[config.mk]
export PLATFORM = sky130hd
export DESIGN_NAME = instr_fetch
export DESIGN_NICKNAME = d
export VERILOG_FILES = /design/src/rtl/instr_fetch.sv
export SDC_FILE = /design/constraint.sdc
export NUM_CORES = 1
export LEC_CHECK = 0
export ABC_CLOCK_PERIOD_IN_PS = 6000
export BUFFER_PORTS_ARGS = -buffer_cell sky130_fd_sc_hd__buf_2
export CELL_PAD_IN_SITES_DETAIL_PLACEMENT = 1
export CELL_PAD_IN_SITES_GLOBAL_PLACEMENT = 1
export CORE_MARGIN = 2
export CORE_UTILIZATION = 39
export CTS_CLUSTER_DIAMETER = 40
export DETAILED_ROUTE_END_ITERATION = 7
export PLACE_DENSITY_LB_ADDON = 0.05
export SYNTH_ARGS = -nofsm -noshare
export SYNTH_HDL_FRONTEND = slang
export SYNTH_SLANG_ARGS = --single-unit
[constraint.sdc]
create_clock -name clk -period 6 [get_ports clk]
set_input_delay 0.6 -clock clk [delete_from_list [all_inputs] [get_ports clk]]
set_output_delay 0.6 -clock clk [all_outputs]
set_load 0.01 [all_outputs]
[src/rtl/instr_fetch.sv]
// RV32I instruction fetch front end: owns the PC, issues credit-limited imem requests and
// buffers in-order responses for the decoder. Optional build macro: FETCH_MISALIGN_CHECK_EN.
module instr_fetch #(
    parameter logic [31:0] RESET_PC  = 32'h0000_0000,
    parameter int          BUF_DEPTH = 2
) (
    input  logic        clk,
    input  logic        rst_n,
    output logic        imem_req_valid,
    input  logic        imem_req_ready,
    output logic [31:0] imem_req_addr,
    input  logic        imem_rsp_valid,
    input  logic [31:0] imem_rsp_data,
    input  logic        redirect_valid,
    input  logic [31:0] redirect_pc,
    output logic        instr_valid,
    input  logic        instr_ready,
    output logic [31:0] instr,
    output logic [31:0] instr_pc,
    output logic [6:0]  op_code,
    output logic [2:0]  func3,
    output logic [6:0]  func7,
    output logic        fetch_fault
);
    localparam int PTR_W = (BUF_DEPTH > 1) ? $clog2(BUF_DEPTH) : 1;
    localparam int CNT_W = PTR_W + 1;
    localparam logic [CNT_W:0] DEPTH_EXT = (CNT_W + 1)'(BUF_DEPTH);

    typedef enum logic {ST_FETCH, ST_FAULT} state_t;

    state_t           r_state;
    state_t           w_state_next;
    logic [31:0]      r_fetch_pc;
    logic [31:0]      r_rsp_pc;
    logic [31:0]      r_buf_data [BUF_DEPTH];
    logic [31:0]      r_buf_pc   [BUF_DEPTH];
    logic [PTR_W-1:0] r_rd_ptr;
    logic [PTR_W-1:0] r_wr_ptr;
    logic [CNT_W-1:0] r_count;
    logic [CNT_W-1:0] r_outstanding;
    logic [CNT_W-1:0] r_drop_cnt;
    logic             r_fetch_fault;

    logic [31:0]      w_redirect_pc;
    logic             w_misaligned;
    logic             w_req_fire;
    logic             w_rsp_take;
    logic             w_push;
    logic             w_pop;
    logic [CNT_W:0]   w_occupancy;
    logic [31:0]      w_head_data;

`ifdef FETCH_MISALIGN_CHECK_EN
    assign w_redirect_pc = redirect_pc;
    assign w_misaligned  = redirect_valid & (redirect_pc[1:0] != 2'b00);
`else
    logic [1:0] w_unused_pc_lsb;
    assign w_unused_pc_lsb = redirect_pc[1:0];
    assign w_redirect_pc   = {redirect_pc[31:2], 2'b00};
    assign w_misaligned    = 1'b0;
`endif

    // Credits cover both buffered words and words still in flight, so a response
    // can never arrive to a full buffer.
    assign w_occupancy    = {1'b0, r_count} + {1'b0, r_outstanding};
    assign imem_req_valid = rst_n & (r_state == ST_FETCH) & ~redirect_valid
                          & (w_occupancy < DEPTH_EXT);
    assign imem_req_addr  = r_fetch_pc;

    assign w_req_fire = imem_req_valid & imem_req_ready;
    assign w_rsp_take = imem_rsp_valid & (r_outstanding != '0);
    assign w_push     = w_rsp_take & (r_drop_cnt == '0) & ~redirect_valid;
    assign w_pop      = instr_valid & instr_ready;

    assign w_head_data = r_buf_data[r_rd_ptr];
    assign instr_valid = rst_n & (r_count != '0);
    assign instr       = w_head_data;
    assign instr_pc    = r_buf_pc[r_rd_ptr];
    assign op_code     = w_head_data[6:0];
    assign func3       = w_head_data[14:12];
    assign func7       = w_head_data[31:25];
    assign fetch_fault = r_fetch_fault;

    always_comb begin
        // NOTE: default first so every path assigns the target and no latch is inferred.
        w_state_next = r_state;
        if ((r_state == ST_FETCH) && w_misaligned) begin
            w_state_next = ST_FAULT;
        end
    end

    // NOTE: sequential state uses non-blocking assignments so every register samples
    // pre-edge values regardless of statement order.
    always_ff @(posedge clk) begin
        if (!rst_n) begin
            r_state       <= ST_FETCH;
            r_fetch_pc    <= RESET_PC;
            r_rsp_pc      <= RESET_PC;
            r_rd_ptr      <= '0;
            r_wr_ptr      <= '0;
            r_count       <= '0;
            r_outstanding <= '0;
            r_drop_cnt    <= '0;
            r_fetch_fault <= 1'b0;
            // NOTE: the buffer storage is reset because the decoder-facing fields must
            // read as zero straight out of reset; it is only BUF_DEPTH entries.
            for (int i = 0; i < BUF_DEPTH; i++) begin
                r_buf_data[i] <= '0;
                r_buf_pc[i]   <= '0;
            end
        end else begin
            r_state       <= w_state_next;
            r_outstanding <= r_outstanding + CNT_W'(w_req_fire) - CNT_W'(w_rsp_take);
            if (w_misaligned) begin
                r_fetch_fault <= 1'b1;
            end
            if (redirect_valid) begin
                // Every word still in flight after this edge belongs to the old path.
                r_drop_cnt <= r_outstanding - CNT_W'(w_rsp_take);
                r_fetch_pc <= w_redirect_pc;
                r_rsp_pc   <= w_redirect_pc;
                r_rd_ptr   <= '0;
                r_wr_ptr   <= '0;
                r_count    <= '0;
            end else begin
                if (w_req_fire) begin
                    r_fetch_pc <= r_fetch_pc + 32'd4;
                end
                if (w_rsp_take && (r_drop_cnt != '0)) begin
                    r_drop_cnt <= r_drop_cnt - CNT_W'(1);
                end
                if (w_push) begin
                    r_buf_data[r_wr_ptr] <= imem_rsp_data;
                    r_buf_pc[r_wr_ptr]   <= r_rsp_pc;
                    r_wr_ptr             <= r_wr_ptr + PTR_W'(1);
                    r_rsp_pc             <= r_rsp_pc + 32'd4;
                end
                if (w_pop) begin
                    r_rd_ptr <= r_rd_ptr + PTR_W'(1);
                end
                r_count <= r_count + CNT_W'(w_push) - CNT_W'(w_pop);
            end
        end
    end
endmodule
==> results of run 1 <==
==> through the flow <==
stage | instances | hold WS [ns] | area, sq um | utilization [%] | worst slack (ns)
after global routing | 1290 | 0.403 | 10900 | 46.5 | 2.71
final | 1290 | 0.427 | 10900 | 46.5 | 2.86
after global placement | 1258 | 0.502 | 10300 | 44.1 | 2.91
after CTS | 1290 | 0.408 | 10900 | 46.5 | 2.83
after detailed placement | 1258 | 0.516 | 10300 | 44.1 | 2.88
after floorplan | 822 | 0.481 | 9310 | - | 1.44
==> where the power goes <==
group | internal [mW] | switching (mW) | total (mW)
combinational | 0.190 | 0.297 | 0.487
clock | 0.582 | 0.533 | 1.12
sequential | 1.52 | 0.0761 | 1.60
total | 2.29 | 0.906 | 3.20
==> critical path, stage by stage (launching register included) <==
cell and delay [ns]:
dfxtp_1 0.46, and2_1 0.18, fa_1 0.45, or3b_1 0.63, nor2_8 0.26, inv_2 0.16, ha_1 0.31, inv_1 0.04
ha_1 0.17, xor2_1 0.16, xnor2_1 0.14, nor2_1 0.05
==> final timing paths <==
kind	from	to
worst min-delay path	redirect_pc[10]	imem_req_addr[10]
worst max register to register	r_outstanding[0]	r_outstanding[1]
worst min register to register	r_rd_ptr	register
worst max-delay path	r_outstanding[0]	r_outstanding[1]
==> registers in the layout, summed over array words and instances (netlist names), named ones only <==
register / cells
r_drop_cnt: 2
r_wr_ptr: 1
r_rd_ptr: 1
r_count: 2
r_buf_data: 64
r_rsp_pc: 30
imem_req_addr: 30
r_buf_pc: 60
r_outstanding: 2
==> cell type report <==
type                       count  area (sq um)
multi-input combinational    541          3790
clock inverter                13           131
timing repair buffer         189           973
sequential                   193          5110
inverter                      16          60.1
tap                          319           399
clock buffer                  19           433
fill                        2623         12500
==> cell families (layout without fill, tap and decap cells) <==
kind of cell	after synthesis	count (layout)	share of synthesized area, %
other	1	5	0.0403
AND/OR/NAND/NOR	295	295	18.9
XOR/XNOR	53	53	4.99
AO/OA/AOI/OAI	111	111	6.85
adder cells (fa/ha/maj)	9	9	1.29
flip-flops	193	193	54.9
multiplexers	68	68	8.18
buffers and inverters	88	237	4.80
==> layer usage <==
layer / vias up / GRT usage [%]
met5: - / 0
met4: 0 / 4.55
met3: 14 / 3.65
met2: 158 / 34.3
met1: 3356 / 26.9
li1: 3223 / -
==> cells in the final DEF (no fill, tap or decap), drive strengths merged, types with 20 or more instances in the layout <==
master and instances:
nand3 25, dfxtp 69, xor2 31, nand4 20
nand2 44, a21oi 45, nor2 28, xnor2 22
inv 20, buf 189, edfxtp 124, and3 67
and2 67, mux2 64, o21ai 38
==> metrics.csv, run 1 <==
metric,value,unit
run_status,"complete, no violations",
worst_setup_path_end_kind,register,
vias,6751,
synth.ff_latch_count,193,
worstPathArrival,3.46,ns
core-area,23400,sq um
first_pass_grt_wire_length,38.7,mm
clk_latency,0.44,ns
fp.dieH,158,um
post_synth_inst_count,818,
synth_flop_cell,edfxtp_1,
max_cap_violations,0,
maxClockFrequency,319,MHz
clkTransAtPathRegs,0.08,ns
synth-warning-count,0,
routed.top_layer,met4,
timing_max_transition_violations_final,0,
finalCritPeriodShare,52.3,%
cts.htree.levels,4,
ant_nets,0,
grt_overflow_total,0,
synth_enable_flop_cells,124,
initial_utilization,39.7,%
via_count_of_the_first_global_routing_pass,7108,
clock-skew-final,0.0154,ns
post_synth_main_area_contributors,"edfxtp_1 (40%), dfxtp_1 (15%), mux2_2 (7.6%)",
sink_count_of_the_clock_tree,193,
yosys.cell_types.count,60,
grt_setup_unrepaired,no,
ranking_of_synthesized_cells_by_instance_count,"edfxtp_1 (124), dfxtp_1 (69), and2_1 (67), and3_1 (67), mux2_2 (63)",
clock_tree_buffer_depth,2,
final-setup-viol-count,0,
post_cts.repair.setup_buffers,0,
rr_worst_depth,11,
maximum_number_of_pins_on_one_net_before_global_route_repair,74,
yosysSeqAreaShare,54.9,%
antenna_violations_before_repair,0,
nNetsFinal,1037,
place.detailed.hpwl,16.4,mm
clk_root_buffer_cell,clkbuf_16,
post_dr_vias_cell,5.23,
required,6.32,ns
asyncSetResetFlopFracSynth,0,%
tritoncts.num_buffers,17,
hp-class,in -> reg,
num_rows,56,
cp-start-kind,register,
synth_area,9300,sq um
crit_type,reg -> reg,
final_critical_delay_including_setup_and_external_delays,3.14,ns
port_buffers,178,
post_synth.cell_area_avg,11.4,sq um
synth.top_cell.area_share,40.1,%
tns,0,ns
timing.critical_path.fanout_max,12,
wl_per_cell,19.1,um
detailroute.wirelength.met3,1.05,mm
synth_largest_area_cell,edfxtp_1,
cts_tree,built,
wl_met1,11.4,mm
hold_buf_cts,0,
first_iter_violations,295,
slew_hr,34.2,%
share_of_layout_cells_above_drive_strength_1,31.2,%
yosys.cell_count.top_type,edfxtp_1,
io_pins,186,
pd_cells,294,nW/um^2
grt_usage,20.2,%
drt_pass1_iterations,4,
antennaDiodeCount,0,
hold_path_depth,3,
timing.reg2reg.setup_slack,2.86,ns
floorplan.die_area,25100,sq um
die_boundary_width,158,um
max-vdd-ir-drop,160,uV
total_leakage_power,4.53,nW
area_delta_synth_final,17.1,%
cts-resized-gates,0,
worstMarginPinSlew,0.984,ns
wirelength_routed,24.7,mm
power.total,3.20,mW
drt_drc_violations_left,0,
routed-wl-met2,12.0,mm
globalplace.congestion,0.804,
report.final.hold_viol_count,0,
Note: power is estimated with default switching activity, not from simulation.
==> inputs of run 2 (changes only) <==
--- a/config.mk
+++ b/config.mk
@@ -5,7 +5,7 @@
 export SDC_FILE = /design/constraint.sdc
 export NUM_CORES = 1
 export LEC_CHECK = 0
-export ABC_CLOCK_PERIOD_IN_PS = 6000
+export ABC_CLOCK_PERIOD_IN_PS = 2700
 export BUFFER_PORTS_ARGS = -buffer_cell sky130_fd_sc_hd__buf_2
 export CELL_PAD_IN_SITES_DETAIL_PLACEMENT = 1
 export CELL_PAD_IN_SITES_GLOBAL_PLACEMENT = 1
==> constraint.sdc (replaced) <==
create_clock -name clk -period 2.7 [get_ports clk]
set_input_delay 0.27 -clock clk [delete_from_list [all_inputs] [get_ports clk]]
set_output_delay 0.27 -clock clk [all_outputs]
set_load 0.01 [all_outputs]
==> run 2 against run 1 <==
Core utilization increased by 1.0 points. Wire length increased by 0.48%. Sequential cell count unchanged. Worst setup slack got worse by 2.7 ns. Count of clock-buffer cells in the layout decreased by 1. Hold slack got worse by 0.32 ns. Fmax increased by 23%. Clock skew increased by 0.0013 ns.
==> metrics.csv, run 2 (synthesis gave the netlist of run 1 again) <==
metric,value,unit,change
via_count_of_the_first_global_routing_pass,7060,,-0.68%
wl_per_cell,19.0,um,-0.68%
first_iter_violations,326,,+11%
clock-skew-final,0.0168,ns,+0.00132 ns
io_pins,186,,unchanged
finalCritPeriodShare,94.5,%,+42 points
clock_tree_buffer_depth,2,,unchanged
max-vdd-ir-drop,300,uV,+88%
antennaDiodeCount,0,,unchanged
drt_pass1_iterations,4,,unchanged
mostFrequentLayoutCell,buf_2,,
post_dr_vias_cell,5.19,,-0.74%
finish.instance_area,11100,sq um,+2.2%
total_leakage_power,4.66,nW,+2.9%
pd_cells,664,nW/um^2,+130%
worstMarginPinSlew,0.612,ns,-0.371 ns
maxClockFrequency,392,MHz,+23%
worstPathArrival,2.87,ns,-0.59 ns
post_dp_cell_area,10500,sq um,+1.8%
timing_max_transition_violations_final,0,,unchanged
core-area,23400,sq um,unchanged
area_delta_synth_final,19.8,%,
largest_register_ffs,64,,unchanged
drt_drc_violations_left,0,,unchanged
floorplan.die_area,25100,sq um,unchanged
clkTransAtPathRegs,0.08,ns,about the same
grt_overflow_total,0,,unchanged
maximum_number_of_pins_on_one_net_before_global_route_repair,83,,+12%
first_pass_grt_wire_length,38.2,mm,-1.2%
vias,6779,,+0.41%
final_cell_mix,"buf_2 (178), edfxtp_1 (124), and2_1 (67), and3_1 (67), dfxtp_1 (66)",,
fp.dieH,158,um,unchanged
grt_usage,19.8,%,-0.33 points
num_rows,56,,unchanged
final_critical_delay_including_setup_and_external_delays,2.55,ns,-0.588 ns
nNetsFinal,1053,,+1.5%
antenna_violations_before_repair,0,,unchanged
final_core_util,47.6,%,+1.0 points
worst_setup_path_end_kind,register,,
cts_tree,built,,
place.detailed.hpwl,16.7,mm,+1.6%
clk_root_buffer_cell,clkbuf_16,,
run_status,"complete, no violations",,
postLayoutSetupSlackWorst,0.149,ns,-2.71 ns
slew_hr,59.2,%,+25 points
wirelength_routed,24.8,mm,+0.48%
globalplace.congestion,0.805,,about the same
die_boundary_width,158,um,unchanged
crit_type,reg -> reg,,
cp-start-kind,register,,
port_buffers,178,,unchanged
cts.htree.levels,4,,unchanged
ant_nets,0,,unchanged
sink_count_of_the_clock_tree,193,,unchanged
initial_utilization,39.7,%,unchanged
timing.critical_path.fanout_max,12,,unchanged
registers.top_by_ff_count,r_buf_data,,
max_cap_violations,0,,unchanged
clk_latency,0.43,ns,about the same
required,3.02,ns,-3.30 ns
report.final.hold_viol_count,0,,unchanged
layout_top_registers,"r_buf_data x64, r_buf_pc x60",,
power.total,7.40,mW,+130%
tritoncts.num_buffers,17,,unchanged
share_of_layout_cells_above_drive_strength_1,32.4,%,+1.1 points
final-setup-viol-count,0,,unchanged
grt_setup_unrepaired,no,,
post_cts.repair.setup_buffers,0,,unchanged
hp-class,in -> reg,,
tns,0,ns,unchanged
place_worst_setup_slack,0.0383,ns,-2.84 ns
[run 2: layout make-up]
| cell class | count | area (sq um) |
|---|---|---|
| fill | 2604 | 12300 |
| sequential | 193 | 5110 |
| multi-input combinational | 541 | 3790 |
| timing repair buffer | 205 | 1160 |
| clock buffer | 18 | 429 |
| tap | 319 | 399 |
| clock inverter | 13 | 184 |
| inverter | 16 | 60.1 |
[run 2: critical path, cell delays in order (launching register included)]
cell,delay [ns]
dfxtp_1,0.31
and2_1,0.16
fa_1,0.45
or3b_4,0.44
nor2_8,0.10
inv_2,0.11
ha_1,0.30
inv_1,0.04
ha_1,0.17
xor2_1,0.16
xnor2_1,0.14
nor2_1,0.06
[run 2: stage by stage]
stage / cells / hold WS [ns]
after floorplan: 822 / 0.415
after global placement: 1274 / 0.496
after detailed placement: 1274 / 0.536
after CTS: 1305 / 0.0802
after global routing: 1305 / 0.0928
final: 1305 / 0.102
[run 2: timing repair]
item / CTS / global route
setup endpoints to repair: 0 / 5
hold buffers: 0 / 0
gates resized for setup: 0 / 2
[run 2: metal layers]
metal  track usage [%]  part of all wire (%)  vias up
li1                  -                     -     3243
met1              26.2                    46     3347
met2              33.9                    49      172
met3              3.08                   4.6       17
met4              5.49                   1.0        0
met5                 0                     0        -
[run 2: final timing paths]
path / start / endpoint / slack (ns) / cells after the start
setup / recovery: r_count[0] / r_outstanding[1] / 0.15 / 11
hold / removal: redirect_pc[11] / imem_req_addr[11] / 0.10 / 3
setup reg to reg: r_count[0] / r_outstanding[1] / 0.15 / 11
hold reg to reg: r_rd_ptr / register / 0.54 / 2
[run 2: where the power goes]
group / internal (mW) / switching (mW)
registers: 3.38 / 0.160
clock network: 1.55 / 1.14
logic: 0.479 / 0.686
==> inputs of run 3 (changes only) <==
--- a/config.mk
+++ b/config.mk
@@ -13,7 +13,7 @@
 export CORE_UTILIZATION = 39
 export CTS_CLUSTER_DIAMETER = 40
 export DETAILED_ROUTE_END_ITERATION = 7
-export PLACE_DENSITY_LB_ADDON = 0.05
+export PLACE_DENSITY = 0.75
 export SYNTH_ARGS = -nofsm -noshare
 export SYNTH_HDL_FRONTEND = slang
 export SYNTH_SLANG_ARGS = --single-unit
==> run 3 against run 2 <==
Sequential cell count unchanged. Clock skew decreased by 0.0031 ns. Global-route usage decreased by 0.43 points. Clock power decreased by 9.3%. Fmax decreased by 1.5%. Sequential power about the same. Core utilization decreased by 0.30 points. Highest routed layer unchanged.
==> metrics.csv, run 3 (synthesis gave the netlist of run 1 again) <==
metric,value,unit,change
ant_nets,0,,unchanged
clk_latency,0.44,ns,about the same
finalCritPeriodShare,95.9,%,+1.5 points
max-vdd-ir-drop,381,uV,+27%
post_dp_cell_area,10500,sq um,-0.43%
finish.instance_area,11100,sq um,-0.63%
max_cap_violations,0,,unchanged
antenna_violations_before_repair,1,,+1
fp.dieH,158,um,unchanged
timing.reg2reg.setup_slack,0.11,ns,-0.04 ns
tns,0,ns,unchanged
total_leakage_power,4.61,nW,-0.90%
filler_cell_count,2624,,+0.77%
vias,6845,,+0.97%
via_count_of_the_first_global_routing_pass,7011,,-0.69%
layout.area.seq,5110,sq um,about the same
final_cell_mix,"buf_2 (178), edfxtp_1 (124), and2_1 (67), and3_1 (67), dfxtp_1 (65)",,
registers.top_by_ff_count,r_buf_data,,
drt_pass1_iterations,5,,+1
share_of_layout_cells_above_drive_strength_1,32.7,%,+0.34 points
sink_count_of_the_clock_tree,193,,unchanged
wl_per_cell,18.7,um,-1.6%
run_status,"complete, no violations",,
die_boundary_width,158,um,unchanged
cts_tree,built,,
clk_root_buffer_cell,clkbuf_16,,
nNetsFinal,1048,,-0.47%
layout_top_registers,"r_buf_data x64, r_buf_pc x60",,
postLayoutSetupSlackWorst,0.110,ns,-0.0397 ns
cp-start-kind,register,,
final-setup-viol-count,0,,unchanged
post_dr_vias_cell,5.26,,+1.2%
initial_utilization,39.7,%,unchanged
clkTransAtPathRegs,0.08,ns,about the same
grt_overflow_total,0,,unchanged
largest_register_ffs,64,,unchanged
required,3.02,ns,about the same
area_delta_synth_final,19.0,%,
final_critical_delay_including_setup_and_external_delays,2.59,ns,+0.0397 ns
first_pass_grt_wire_length,37.4,mm,-2.1%
power.total,7.15,mW,-3.3%
timing_max_transition_violations_final,0,,unchanged
drt_drc_violations_left,0,,unchanged
cts.htree.levels,4,,unchanged
place.detailed.hpwl,16.6,mm,-0.41%
report.final.hold_viol_count,0,,unchanged
io_pins,186,,unchanged
slew_hr,56.9,%,-2.3 points
mostFrequentLayoutCell,buf_2,,
crit_type,reg -> reg,,
place_worst_setup_slack,-0.0176,ns,-0.0558 ns
maxClockFrequency,386,MHz,-1.5%
timing.hold.ws,0.102,ns,+0.000557 ns
multi_input_comb_area,3810,sq um,+0.33%
worst_setup_path_end_kind,register,,
critical_path.reg2reg.startpoint,r_count[0],,
floorplan.die_area,25100,sq um,unchanged
worstPathArrival,2.91,ns,+0.04 ns
num_rows,56,,unchanged
wirelength_routed,24.4,mm,-1.8%
worstMarginPinSlew,0.640,ns,+0.0277 ns
timing.critical_path.fanout_max,7,,-5
clock_tree_buffer_depth,2,,unchanged
globalplace.congestion,0.801,,-0.48%
min-delay-start,redirect_pc[11],,
port_buffers,178,,unchanged
first_iter_violations,429,,+32%
maximum_number_of_pins_on_one_net_before_global_route_repair,83,,unchanged
clock-skew-final,0.0137,ns,-0.00311 ns
core-area,23400,sq um,unchanged
tritoncts.num_buffers,17,,unchanged
setup.worst_path.start,r_count[0],,
grt_usage,19.4,%,-0.43 points
hp-class,in -> reg,,
pd_cells,646,nW/um^2,-2.7%
run 3: cell count changes in the layout (fill, tap and decap cells not counted), moves of 2 or more:
cell,delta
inv_6,+5
buf_4,-4
bufinv_16,-4
clkinv_1,-3
inv_8,+2
run 3: worst max-delay path, cell delays in order, from the launching register on:
cell	delay, ns
dfxtp_2	0.33
and2_1	0.16
fa_1	0.49
or3b_4	0.47
nor2_8	0.15
inv_4	0.07
ha_4	0.26
inv_1	0.03
ha_1	0.17
xor2_1	0.17
xnor2_1	0.15
nor2_1	0.05
run 3: per-stage QoR:
step | utilization (%) | std cells
after CTS | 47.2 | 1300
after global routing | 47.3 | 1302
after global placement | 44.7 | 1268
final | 47.3 | 1302
after floorplan | - | 822
after detailed placement | 44.7 | 1268
run 3: per-layer routing:
metal | up-vias | wire (um) | global-route usage (%)
li1 | 3245 | - | -
met1 | 3367 | 11100 | 25.6
met2 | 213 | 11700 | 33.2
met3 | 20 | 1370 | 3.29
met4 | 0 | 246 | 5.06
met5 | - | 0 | 0
run 3: layout make-up:
type,instances,area share [%]
sequential,193,46.2
timing repair buffer,200,10.1
clock buffer,17,3.84
clock inverter,15,1.27
multi-input combinational,541,34.4
antenna,1,0.0226
inverter,16,0.565
tap,319,3.61
run 3: final timing paths:
kind	endpoint	cells after the start
worst max register to register	r_outstanding[1]	11
worst min-delay path	imem_req_addr[11]	3
worst max-delay path	r_outstanding[1]	11
worst min register to register	register	2
run 3: report_power, final:
part           switching (mW)  internal (mW)  leakage (nW)  total, mW
logic                   0.681          0.485          2.48       1.17
clock network            1.22           1.23         0.274       2.44
registers               0.159           3.38          1.86       3.54
run 3: repair_timing:
item                                    4_1_cts  5_1_grt
resized for setup                             1        3
hold buffers                                  0        0
setup buffers                                 0        1
endpoints found under the setup margin        2        2
pin swaps                                     0        5
